===== config.mk =====
export PLATFORM = sky130hd
export DESIGN_NAME = screen_seq
export DESIGN_NICKNAME = d
export VERILOG_FILES = /design/src/rtl/pong_screen_pkg.sv /design/src/rtl/screen_seq_frame_tick.sv /design/src/rtl/screen_seq.sv
export SDC_FILE = /design/constraint.sdc
export NUM_CORES = 1
export LEC_CHECK = 0
export ABC_AREA = 1
export BUFFER_PORTS_ARGS = -buffer_cell sky130_fd_sc_hd__buf_4
export CORE_MARGIN = 1
export CORE_UTILIZATION = 50
export DETAILED_ROUTE_END_ITERATION = 16
export PLACE_DENSITY = 0.82
export SYNTH_ARGS = -nofsm -noshare
export SYNTH_HDL_FRONTEND = slang
export SYNTH_SLANG_ARGS = --single-unit

===== constraint.sdc =====
create_clock -name clk -period 4.5 [get_ports clk]
set_input_delay 0 -clock clk [delete_from_list [all_inputs] [get_ports clk]]
set_output_delay 0 -clock clk [all_outputs]
set_load 0.05 [all_outputs]

===== src/rtl/pong_screen_pkg.sv =====
// Shared definitions for the PONG screen path: state codes, menu hit boxes
// and pixel width, used by both the sequencer and the menu renderer.
package pong_screen_pkg;

    localparam int unsigned RGB_W = 12;

    localparam logic [1:0] ST_MENU    = 2'd0;
    localparam logic [1:0] ST_GAME    = 2'd1;
    localparam logic [1:0] ST_OVER    = 2'd2;
    localparam logic [1:0] ST_CREDITS = 2'd3;

    typedef struct packed {
        logic [11:0] x_min;
        logic [11:0] x_max;
        logic [11:0] y_min;
        logic [11:0] y_max;
    } box_t;

    localparam box_t PLAY_BOX = '{x_min: 12'd270, x_max: 12'd369,
                                  y_min: 12'd200, y_max: 12'd249};
    localparam box_t CRED_BOX = '{x_min: 12'd270, x_max: 12'd369,
                                  y_min: 12'd300, y_max: 12'd349};

    // Bounds are inclusive on all four edges.
    function automatic logic in_box(input box_t b, input logic [11:0] x,
                                    input logic [11:0] y);
        return (x >= b.x_min) && (x <= b.x_max) &&
               (y >= b.y_min) && (y <= b.y_max);
    endfunction

endpackage


===== src/rtl/screen_seq_frame_tick.sv =====
// Frame-edge detector on vsync plus a loadable, saturating down-counter
// that steps once per frame edge and flags when it reads zero.
module frame_tick #(
    parameter int unsigned W = 10
) (
    input  logic         clk,
    input  logic         rst,
    input  logic         vsync_in,
    input  logic         load,
    input  logic [W-1:0] load_val,
    input  logic         dec_en,
    output logic         fe,
    output logic         zero
);

    logic         vsync_q;
    logic [W-1:0] count;

    assign fe   = vsync_in & ~vsync_q;
    assign zero = (count == '0);

    always_ff @(posedge clk or posedge rst) begin
        if (rst) begin
            vsync_q <= 1'b0;
            count   <= '0;
        end else begin
            vsync_q <= vsync_in;
            if (load)
                count <= load_val;
            else if (fe && dec_en && !zero)
                count <= count - W'(1);
        end
    end

endmodule


===== src/rtl/screen_seq.sv =====
// PONG screen sequencer: runs MENU/GAME/OVER/CREDITS from clicks and the
// game-over flag, switches on frame edges and muxes the chosen pipeline.
module screen_seq
    import pong_screen_pkg::*;
#(
    parameter int unsigned HOLD_FRAMES = 30,
    parameter int unsigned CRED_FRAMES = 600
) (
    input  logic             clk,
    input  logic             rst,
    input  logic             vsync_in,
    input  logic             mouse_left,
    input  logic [11:0]      xpos,
    input  logic [11:0]      ypos,
    input  logic             game_over,
    input  logic             menu_hsync,
    input  logic             menu_vsync,
    input  logic [RGB_W-1:0] menu_rgb,
    input  logic             game_hsync,
    input  logic             game_vsync,
    input  logic [RGB_W-1:0] game_rgb,
    input  logic             cred_hsync,
    input  logic             cred_vsync,
    input  logic [RGB_W-1:0] cred_rgb,
    output logic             hsync_out,
    output logic             vsync_out,
    output logic [RGB_W-1:0] rgb_out,
    output logic [1:0]       screen,
    output logic             game_start,
    output logic             cred_restart
);

    localparam int unsigned HOLD_W = ($clog2(HOLD_FRAMES + 1) > 1) ? $clog2(HOLD_FRAMES + 1) : 1;
    localparam int unsigned CRED_W = ($clog2(CRED_FRAMES) > 10) ? $clog2(CRED_FRAMES) : 10;

    logic [1:0] state;
    logic [1:0] pending;
    logic       pend_v;
    logic [1:0] req;
    logic       req_v;
    logic       mouse_left_q;
    logic       click_ok;
    logic       frame_edge;
    logic       hold_zero;
    logic       cred_fe;
    logic       cred_zero;
    logic       cred_timeout;
    logic       commit;

    assign screen       = state;
    assign commit       = frame_edge & pend_v;
    assign click_ok     = mouse_left & ~mouse_left_q & hold_zero;
    assign cred_timeout = (state == ST_CREDITS) && cred_fe && cred_zero;

    frame_tick #(.W(HOLD_W)) u_hold (
        .clk      (clk),
        .rst      (rst),
        .vsync_in (vsync_in),
        .load     (commit),
        .load_val (HOLD_W'(HOLD_FRAMES)),
        .dec_en   (1'b1),
        .fe       (frame_edge),
        .zero     (hold_zero)
    );

    // Counts down from CRED_FRAMES-2 so it reads zero on the frame edge at
    // which an up-count from zero would reach CRED_FRAMES-1.
    frame_tick #(.W(CRED_W)) u_cred (
        .clk      (clk),
        .rst      (rst),
        .vsync_in (vsync_in),
        .load     (commit && (pending == ST_CREDITS)),
        .load_val (CRED_W'(CRED_FRAMES - 2)),
        .dec_en   (state == ST_CREDITS),
        .fe       (cred_fe),
        .zero     (cred_zero)
    );

    always_comb begin
        req_v = 1'b0;
        req   = ST_MENU;
        case (state)
            ST_MENU: begin
                if (click_ok && in_box(PLAY_BOX, xpos, ypos)) begin
                    req_v = 1'b1;
                    req   = ST_GAME;
                end else if (click_ok && in_box(CRED_BOX, xpos, ypos)) begin
                    req_v = 1'b1;
                    req   = ST_CREDITS;
                end
            end
            ST_GAME: begin
                if (game_over) begin
                    req_v = 1'b1;
                    req   = ST_OVER;
                end
            end
            ST_OVER: begin
                if (click_ok) begin
                    req_v = 1'b1;
                    req   = ST_MENU;
                end
            end
            ST_CREDITS: begin
                if (click_ok || cred_timeout) begin
                    req_v = 1'b1;
                    req   = ST_MENU;
                end
            end
        endcase
    end

    always_ff @(posedge clk or posedge rst) begin
        if (rst) begin
            state        <= ST_MENU;
            pending      <= ST_MENU;
            pend_v       <= 1'b0;
            mouse_left_q <= 1'b0;
            game_start   <= 1'b0;
            cred_restart <= 1'b0;
        end else begin
            mouse_left_q <= mouse_left;
            game_start   <= commit && (pending == ST_GAME);
            cred_restart <= commit && (pending == ST_CREDITS);
            // A request arriving on the committing edge is dropped; one on a
            // non-committing edge is latched and waits for the next edge.
            if (commit) begin
                state  <= pending;
                pend_v <= 1'b0;
            end else if (req_v && !pend_v) begin
                pending <= req;
                pend_v  <= 1'b1;
            end
        end
    end

    always_ff @(posedge clk or posedge rst) begin
        if (rst) begin
            hsync_out <= 1'b0;
            vsync_out <= 1'b0;
            rgb_out   <= '0;
        end else begin
            case (state)
                ST_MENU: begin
                    hsync_out <= menu_hsync;
                    vsync_out <= menu_vsync;
                    rgb_out   <= menu_rgb;
                end
                ST_CREDITS: begin
                    hsync_out <= cred_hsync;
                    vsync_out <= cred_vsync;
                    rgb_out   <= cred_rgb;
                end
                default: begin
                    hsync_out <= game_hsync;
                    vsync_out <= game_vsync;
                    rgb_out   <= game_rgb;
                end
            endcase
        end
    end

endmodule


# Word level (Yosys, flattened, before mapping)
# Cells that the tools add are included.
# totals
inputBits	71
elab_cells	77
out_inout_bits	18
regBits	38
# op_classes
addsub	2
bitwise	7
order_cmp	6
muxes	19
eq_ne	5
reduce_logical	26
# ops
op	count
$ge 12x9->1 const B	2
$le 12x9->1 const B	2
$pmux 12 s2	1
$mux 10	2
$logic_and 1x1->1	14
$ge 12x8->1 const B	1
$le 12x8->1 const B	1
$logic_not 10->1	1
$mux 5	2
$sub 10x1->10 const B	1
$mux 1	7
$eq 2x2->1 const B	3
$mux 2	3
$pmux 2 s3	1
$reduce_bool 2->1	3
$logic_not 5->1	1
$sub 5x1->5 const B	1
$and 1x1->1	4
$eq 2x1->1 const B	2
$pmux 1 s2	2
$pmux 1 s4	1
$logic_not 1->1	3
$not 1->1	3
$logic_not 2->1	1
other kinds (3)	3

# Logic depth before layout (Yosys ltp)
# Gate-level depths: netlist of run 1.
# depth
depth_word	11
depth_mapped	14
depth_no_buf	14

# Modules after synthesis
# A second synthesis of run 1 with hierarchy kept.
# hier_totals
hier_cells	354
area_unflattened_um2	2444.8
# modules_own_cells
module	seq_area_each_um2	area_per_inst_um2	cells_per_inst	n_inst
screen_seq	550.5	1248.7	175	1
frame_tick (u_cred)	275.3	804.5	125	1
frame_tick (u_hold)	150.1	391.6	54	1

# Least setup slack after synthesis of run 1
# Ideal clock, no wire load.
# synth_path
path_type	register to register
startpoint	reg state[1] (netlist: screen[1])
endpoint	reg u_cred.count[6]
setup_ps	124
setup_slack_ps	2658
t_arrival_ps	1718
t_required_ps	4376
path_buffers	1
path_stages_with_launch	10
period_less_slack_ps	1842
cell_sequence	dfrtp_1 -> ha_1 -> buf_4 -> inv_1 -> nor2_2 -> nand2_2 -> nor3_1 -> nand2_1 -> a21oi_1 -> o21ai_1
# synth_between
elab_chain_cells	4
# synth_lines
item	line_no	text
start: declaration	screen_seq.sv:36	logic [1:0] state;
start signal: assignment	screen_seq.sv:128	state <= pending;
$eq 2x2->1	screen_seq.sv:74	.dec_en (state == ST_CREDITS),
$logic_and 1x1->1 (2 in a row)	screen_seq_frame_tick.sv:30	else if (fe && dec_en && !zero)
$reduce_bool 2->1 (no line)	n/a	
end signal: assignment	screen_seq_frame_tick.sv:29	count <= load_val;
end signal: assignment	screen_seq_frame_tick.sv:31	count <= count - W'(1);
end: declaration	screen_seq_frame_tick.sv:17	logic [W-1:0] count;
# Every way passes these cells.
# A chain may end at the register's enable or synchronous reset.

# Final worst setup path of run 1
# layout_path
startpoint	reg state[0] (netlist: screen[0])
endpoint	reg rgb_out[4]
# layout_between
elab_chain_cells	2
elab_cells_between_ends	3
classes_between	eq/ne: 1; mux: 1; reduce/logical: 1
# layout_lines
item	line_no	text
$eq 2x2->1 / $logic_not 2->1 (equally long branches)	n/a	
$pmux 12 s2 *	screen_seq.sv:143	case (state)
end signal: assignment	screen_seq.sv:147	rgb_out <= menu_rgb;
end signal: assignment	screen_seq.sv:152	rgb_out <= cred_rgb;
end signal: assignment	screen_seq.sv:157	rgb_out <= game_rgb;
end: declaration	screen_seq.sv:27	output logic [RGB_W-1:0] rgb_out,
# Mark *: on every way between the ends. The rest lies on a longest branch, timed or not.

==> results of run 1 <==
critical path: cells and delay by family (launching register included):
kind | cells | cell delay [ns]
buffers and inverters | 3 | 1.02
adder cells (fa/ha/maj) | 1 | 0.61
flip-flops | 1 | 0.42
AND/OR/NAND/NOR | 1 | 0.25
AO/OA/AOI/OAI | 1 | 0.09
cell type report:
cell class / instances / area [um^2] / area share (%)
clock buffer: 7 / 76.32 / 2.322
inverter: 39 / 146.4 / 4.454
tap: 50 / 62.56 / 1.903
timing repair buffer: 118 / 960.9 / 29.23
multi-input combinational: 211 / 1060 / 32.24
clock inverter: 1 / 30.03 / 0.9136
sequential: 38 / 950.9 / 28.93
flip-flops by register name, summed over array words and instances, names as in the netlist:
| register | count |
|---|---|
| u_hold.count | 5 |
| pending | 2 |
| vsync_out | 1 |
| rgb_out | 12 |
| screen | 2 |
| mouse_left_q | 1 |
| cred_restart | 1 |
| game_start | 1 |
| u_cred.vsync_q | 1 |
| u_cred.count | 10 |
| hsync_out | 1 |
| pend_v | 1 |
cell usage after synthesis:
cell	count
nor3_1	6
dfrtp_1	38
nand2_4	1
buf_1	1
nor2_2	5
inv_1	36
clkbuf_1	3
inv_2	3
o211ai_1	2
nand3_1	16
nand2_2	4
nor3b_1	1
o21ai_1	2
ha_1	9
xor2_1	1
o21ai_0	11
nand4_1	3
a21oi_1	37
nand2_1	56
o21a_1	2
buf_4	1
nor2_4	3
nor2_1	48
nand3b_1	2
a21oi_2	1
or2_1	1
routing by layer:
layer,up-vias,part of all wire (%),global-route usage (%)
li1,1172,-,-
met4,0,4.7,18.23
met5,-,0,0
met2,84,53,59.44
met3,29,5.6,8.000
met1,1096,37,32.32
kinds of logic (layout without fill, tap and decap cells):
| group | count (synthesis) | after routing | share of synthesized area, % |
|---|---|---|---|
| flops | 38 | 38 | 43.63 |
| compound gates | 55 | 55 | 13.26 |
| buf+inv | 44 | 165 | 7.750 |
| fa+ha+maj | 9 | 9 | 5.167 |
| xor+xnor | 1 | 1 | 0.4019 |
| simple gates | 146 | 146 | 29.79 |
per-stage QoR:
step                      area [um^2]  util, %  hold slack, ns  worst slack, ns
after CTS                        3287    80.43        0.004076            2.134
final                            3287    80.43        0.007540            1.977
after detailed placement         2880    70.48          0.1257            2.522
after global routing             3287    80.43        0.001686            1.862
after floorplan                  2180        -         0.03143            2.658
after global placement           2880    70.48          0.1193            2.516
power by group through the flow:
stage	clock network, W	logic [W]	registers, W
2_1_floorplan	0	0.000305	0.000753
3_3_place_gp	0	0.000769	0.000510
3_5_place_dp	0	0.000781	0.000515
4_1_cts	0.000282	0.000891	0.000509
5_1_grt	0.000304	0.00101	0.000530
6_report	0.000284	0.000938	0.000515
timing repair:
item                                    CTS  global route
endpoints found under the hold margin    54             0
endpoints found under the setup margin    0             0
resized for setup                         0             0
hold buffers                             30             0
path summary, 6_finish.rpt:
path,start,endpoint,slack (ns),cells past startpoint
worst max-delay path,screen[0],rgb_out[4],1.98,6
worst max register to register,screen[0],rgb_out[4],1.98,6
min in group asynchronous,rst,rgb_out[9],0.43,4
max in group asynchronous,rst,u_cred.count[4],3.74,4
worst min register to register,pending[1],game_start,0.49,1
worst min-delay path,game_rgb[8],rgb_out[8],0.008,3
==> results_dict.tcl, run 1 <==
set metrics [dict create \
    ys_warn_count 0 \
    route.detailed.drc 0 \
    core_um2 4086 \
    syn_inst 293 \
    nFillCells 249 \
    combPwrFrac_pct 54.0 \
    final_cells 464 \
    yosysTopAreaCellShare_pct 43.63 \
    critPathCaptureType "flip-flop" \
    post-place-cells 426 \
    start_util_pct 53.34 \
    drt_wl_total_mm 6.926 \
    place_congestion 0.8127 \
    dp_hpwl_mm 3.699 \
    worstPathCellList "inv_1, ha_1, inv_1, nor2_1, a21oi_1, dlygate4sd3_1" \
    clk_path_buf_depth 2 \
    status "finished, final reports clean" \
    syn_nets 373 \
    setup_viol 0 \
    grt_pass1_vias 2429 \
    max_freq_mhz 396.4 \
    port_buffers 87 \
    cp_max_fo 15 \
    max_stage_delay_ns 0.61 \
    grt-ovfl-total 0 \
    insertedDiodeCount 0 \
    p_leak_nw 1.695 \
    slew_headroom_pct 58.66 \
    layout_common_cells "88 x buf_4, 56 x nand2_1, 48 x nor2_1" \
    clkSlewWorstSetupHoldPaths_ns 0.08 \
    detail_route.iter0.violations 182 \
    syn_to_final_growth_pct 50.80 \
    total_power_w 0.001738 \
    fin_crit_ns 2.523 \
    powerDensity_nw_per_um2 528.6 \
    drtPass1Iterations 5 \
    via_per_inst 5.131 \
    cts_tree "built" \
    grt_max_degree 39 \
    num_vias 2381 \
    io_pins 89 \
    synth_cell_types 26 \
    cts-root-buf "clkbuf_8" \
    grt_pass1_wl_mm 10.65 \
    required_ns 4.67 \
    critPathLaunchType "flip-flop" \
    worst-endpoint-arrival_ns 2.69 \
    setup.worst_path.class "reg -> reg" \
    drive_gt1_share_pct 26.81 \
    cts_made_buffers 5 \
    yosysTopAreaCell "dfrtp_1" \
    swShare_pct 44.17 \
    cp_common_cell "inv_1" \
    nNetsFinal 493 \
    rows 23 \
    wire_per_inst_um 14.93 \
    post_cts_buffers 0 \
    slew_viol_final 0 \
    final_common_cell "buf_4" \
    synth.area.top_cells "dfrtp_1 44%, nand2_1 9.6%, a21oi_1 8.5%" \
    tightest_slew_ns 0.6201 \
    drv_cap 0 \
    hold_viol 0 \
    synth_area_um2 2180 \
    power.switching_w 0.0007674 \
    die_h_um 68.03 \
    ant_nets 0 \
    antenna_found_initial 0 \
    die-area_um2 4627 \
    pwr-share-seq_pct 29.7 \
    grt_usage_pct 32.16 \
    die-width_um 68.03 \
    cts.sinks 38 \
    hold_path_class "in -> reg" \
    synth-seq-cells 38 \
    fin_worst_skew_ns 0.007082 \
    period_share_pct 56.06 \
    cellInternalPower_w 0.0009701 \
    p_clk_share_pct 16.4 \
    timing.setup.tns_ns 0 \
    h-tree-depth 2 \
    rsz0062_at_grt "no" \
    syn_avg_cell_area_um2 7.439 \
    peakVddDrop_mv 0.5319 \
    yosysSeqAreaShare_pct 43.63 \
    crit_slowest_cell "ha_1" \
    insertion_delay_ns 0.29 \
]
Power figures use the tool's default switching activity.
==> inputs of run 2 (changes only) <==
ABC_AREA = 0   (was 1)
CORE_UTILIZATION = 47   (was 50)
PLACE_DENSITY = 0.79   (was 0.82)
clock period = 2.6 ns   (was 4.5 ns; I/O delays follow)
==> run 2 against run 1 <==
Sequential share of layout area up 2.1 points. Hold slack better by 0.010 ns. Critical endpoint is now pending[1]. Synthesized area decreased by 6.9%.
==> results_dict.tcl, run 2 <==
set metrics [dict create \
    status "finished, final reports clean" \
    insertedDiodeCount 0 \
    setup_viol 0 \
    rows 23 \
    yosysTopAreaCellShare_pct 46.88 \
    grt-ovfl-total 0 \
    detail_route.iter0.violations 107 \
    required_ns 2.77 \
    drtPass1Iterations 4 \
    cellInternalPower_w 0.001639 \
    insertion_delay_ns 0.29 \
    cts_tree "built" \
    max_stage_delay_ns 0.48 \
    yosysTopAreaCell "dfrtp_1" \
    synth_cell_types 42 \
    ant_nets 0 \
    syn_inst 201 \
    io_pins 89 \
    peakVddDrop_mv 0.5707 \
    largest_register "rgb_out" \
    via_per_inst 5.302 \
    hold_path_class "in -> reg" \
    worstPathCellList "inv_1, ha_1, or4bb_1, nor3_1, nand4_2, o32ai_2, mux2_1" \
    crit_slowest_cell "or4bb_1" \
    nFillCells 284 \
    nNetsFinal 396 \
    ys_warn_count 0 \
    largest_register_ffs 12 \
    swShare_pct 44.42 \
    post_cts_buffers 0 \
    p_clk_share_pct 13.6 \
    multi_input_area_um2 1010 \
    power.switching_w 0.001310 \
    die-width_um 67.69 \
    final_cells 367 \
    pwr-share-seq_pct 33.0 \
    drv_cap 0 \
    layout_common_cells "89 x buf_4, 38 x dfrtp_1, 32 x nand2_1" \
    worst-endpoint-arrival_ns 2.48 \
    slew_headroom_pct 49.66 \
    syn_avg_cell_area_um2 10.09 \
    die_h_um 67.69 \
    regArea_um2 950.9 \
    rsz0062_at_grt "no" \
    synth.area.top_cells "dfrtp_1 47%, nand2_1 5.9%, a22oi_1 5.6%" \
    fin_worst_skew_ns 0.009910 \
    cts_made_buffers 5 \
    place_congestion 0.7588 \
    critPathLaunchType "flip-flop" \
    cts-root-buf "clkbuf_8" \
    p_leak_nw 1.463 \
    setup.worst_path.class "reg -> reg" \
    synth_area_um2 2028 \
    syn_nets 281 \
    start_util_pct 49.98 \
    synth_most_common_cell "dfrtp_1" \
    cp_max_fo 4 \
    route.detailed.drc 0 \
    cts.sinks 38 \
    hold_viol 0 \
    wire_per_inst_um 14.86 \
    tightest_slew_ns 0.7552 \
    h-tree-depth 2 \
    clk_path_buf_depth 2 \
    drt_wl_total_mm 5.455 \
    yosysSeqAreaShare_pct 46.88 \
    num_vias 1946 \
    synth-seq-cells 38 \
    grt_pass1_vias 1972 \
    cts_resized 0 \
    final_common_cell "buf_4" \
    critPathCaptureType "flip-flop" \
    synth_edf_count 0 \
    drive_gt1_share_pct 34.38 \
    ctsHoldBuffers 25 \
    powerDensity_nw_per_um2 962.2 \
    port_buffers 86 \
    period_share_pct 88.98 \
    top_regs "rgb_out (12), u_cred.count (10), u_hold.count (5)" \
    clkSlewWorstSetupHoldPaths_ns 0.07 \
    grt_pass1_wl_mm 8.618 \
    post-place-cells 334 \
    timing.setup.tns_ns 0 \
    ys_async_sr_fraction_pct 100.0 \
    dp_hpwl_mm 3.560 \
    core_um2 4058 \
    fin_crit_ns 2.314 \
    slew_viol_final 0 \
    grt_max_degree 39 \
    synthTopCellsByCount "38 x dfrtp_1, 32 x nand2_1, 18 x o21ai_0" \
    synth_flop_cell "dfrtp_1" \
    antenna_found_initial 0 \
    grt_usage_pct 25.88 \
    combPwrFrac_pct 53.4 \
    max_freq_mhz 432.2 \
    die-area_um2 4582 \
    syn_to_final_growth_pct 51.14 \
]
## run 2: final timing paths
check                             from         end  slack, ns  cells after the start
setup / recovery             screen[0]  pending[1]       0.29                      7
hold reg to reg             pending[1]  game_start       0.48                      1
hold / removal             menu_rgb[0]  rgb_out[0]       0.02                      3
max in group asynchronous          rst  pending[1]       1.88                      4
min in group asynchronous          rst  rgb_out[9]       0.39                      4
setup reg to reg             screen[0]  pending[1]       0.29                      7
## run 2: critical path, delay by kind of cell, from the launching register on
kind / cells / cell delay [ns]
flops: 1 / 0.41
buf+inv: 1 / 0.14
simple gates: 3 / 0.84
fa+ha+maj: 1 / 0.22
compound gates: 1 / 0.24
mux: 1 / 0.34
## run 2: cell families after synthesis
| family | after synthesis | synth area share (%) |
|---|---|---|
| AO/OA/AOI/OAI | 47 | 17.09 |
| AND/OR/NAND/NOR | 78 | 21.41 |
| flip-flops | 38 | 46.88 |
| multiplexers | 1 | 0.5552 |
| adder cells (fa/ha/maj) | 9 | 5.552 |
| buffers and inverters | 16 | 3.332 |
| XOR/XNOR | 12 | 5.182 |
## run 2: stage by stage
| step | instance area, um^2 | setup slack, ns | utilization [%] | total power (W) | hold slack, ns |
|---|---|---|---|---|---|
| 4_1_cts | 3065 | 0.2471 | 75.55 | 0.002925 | 0.001330 |
| 3_3_place_gp | 2729 | 0.3234 | 67.25 | 0.002340 | 0.1208 |
| 6_report | 3065 | 0.2865 | 75.55 | 0.002949 | 0.01756 |
| 5_1_grt | 3065 | 0.07223 | 75.55 | 0.003138 | 0.04240 |
| 3_5_place_dp | 2729 | 0.2569 | 67.25 | 0.002372 | 0.1229 |
| 2_1_floorplan | 2028 | 0.1757 | - | 0.001954 | 0.03143 |
## run 2: final cells by class
cell class	count	area share [%]
repair buffers	114	29.96
multi-input cells	147	32.94
clock inverters	2	0.4490
flip-flops and latches	38	31.02
inverters	10	1.224
clock buffers	6	2.367
well taps	50	2.041
## run 2: metal layers
metal	vias to the layer above	global-route usage, %	share of wire [%]
li1	950	-	-
met1	906	30.28	39
met2	82	44.06	51
met3	8	8.108	8.2
met4	0	9.309	1.4
met5	-	0	0
## run 2: power groups by stage
stage	clock, W	sequential [W]	combinational (W)
after floorplan	0	0.00136	0.000594
after global placement	0	0.000972	0.00137
after detailed placement	0	0.000980	0.00139
after CTS	0.000411	0.000969	0.00154
after global routing	0.000440	0.000997	0.00170
final	0.000402	0.000974	0.00157
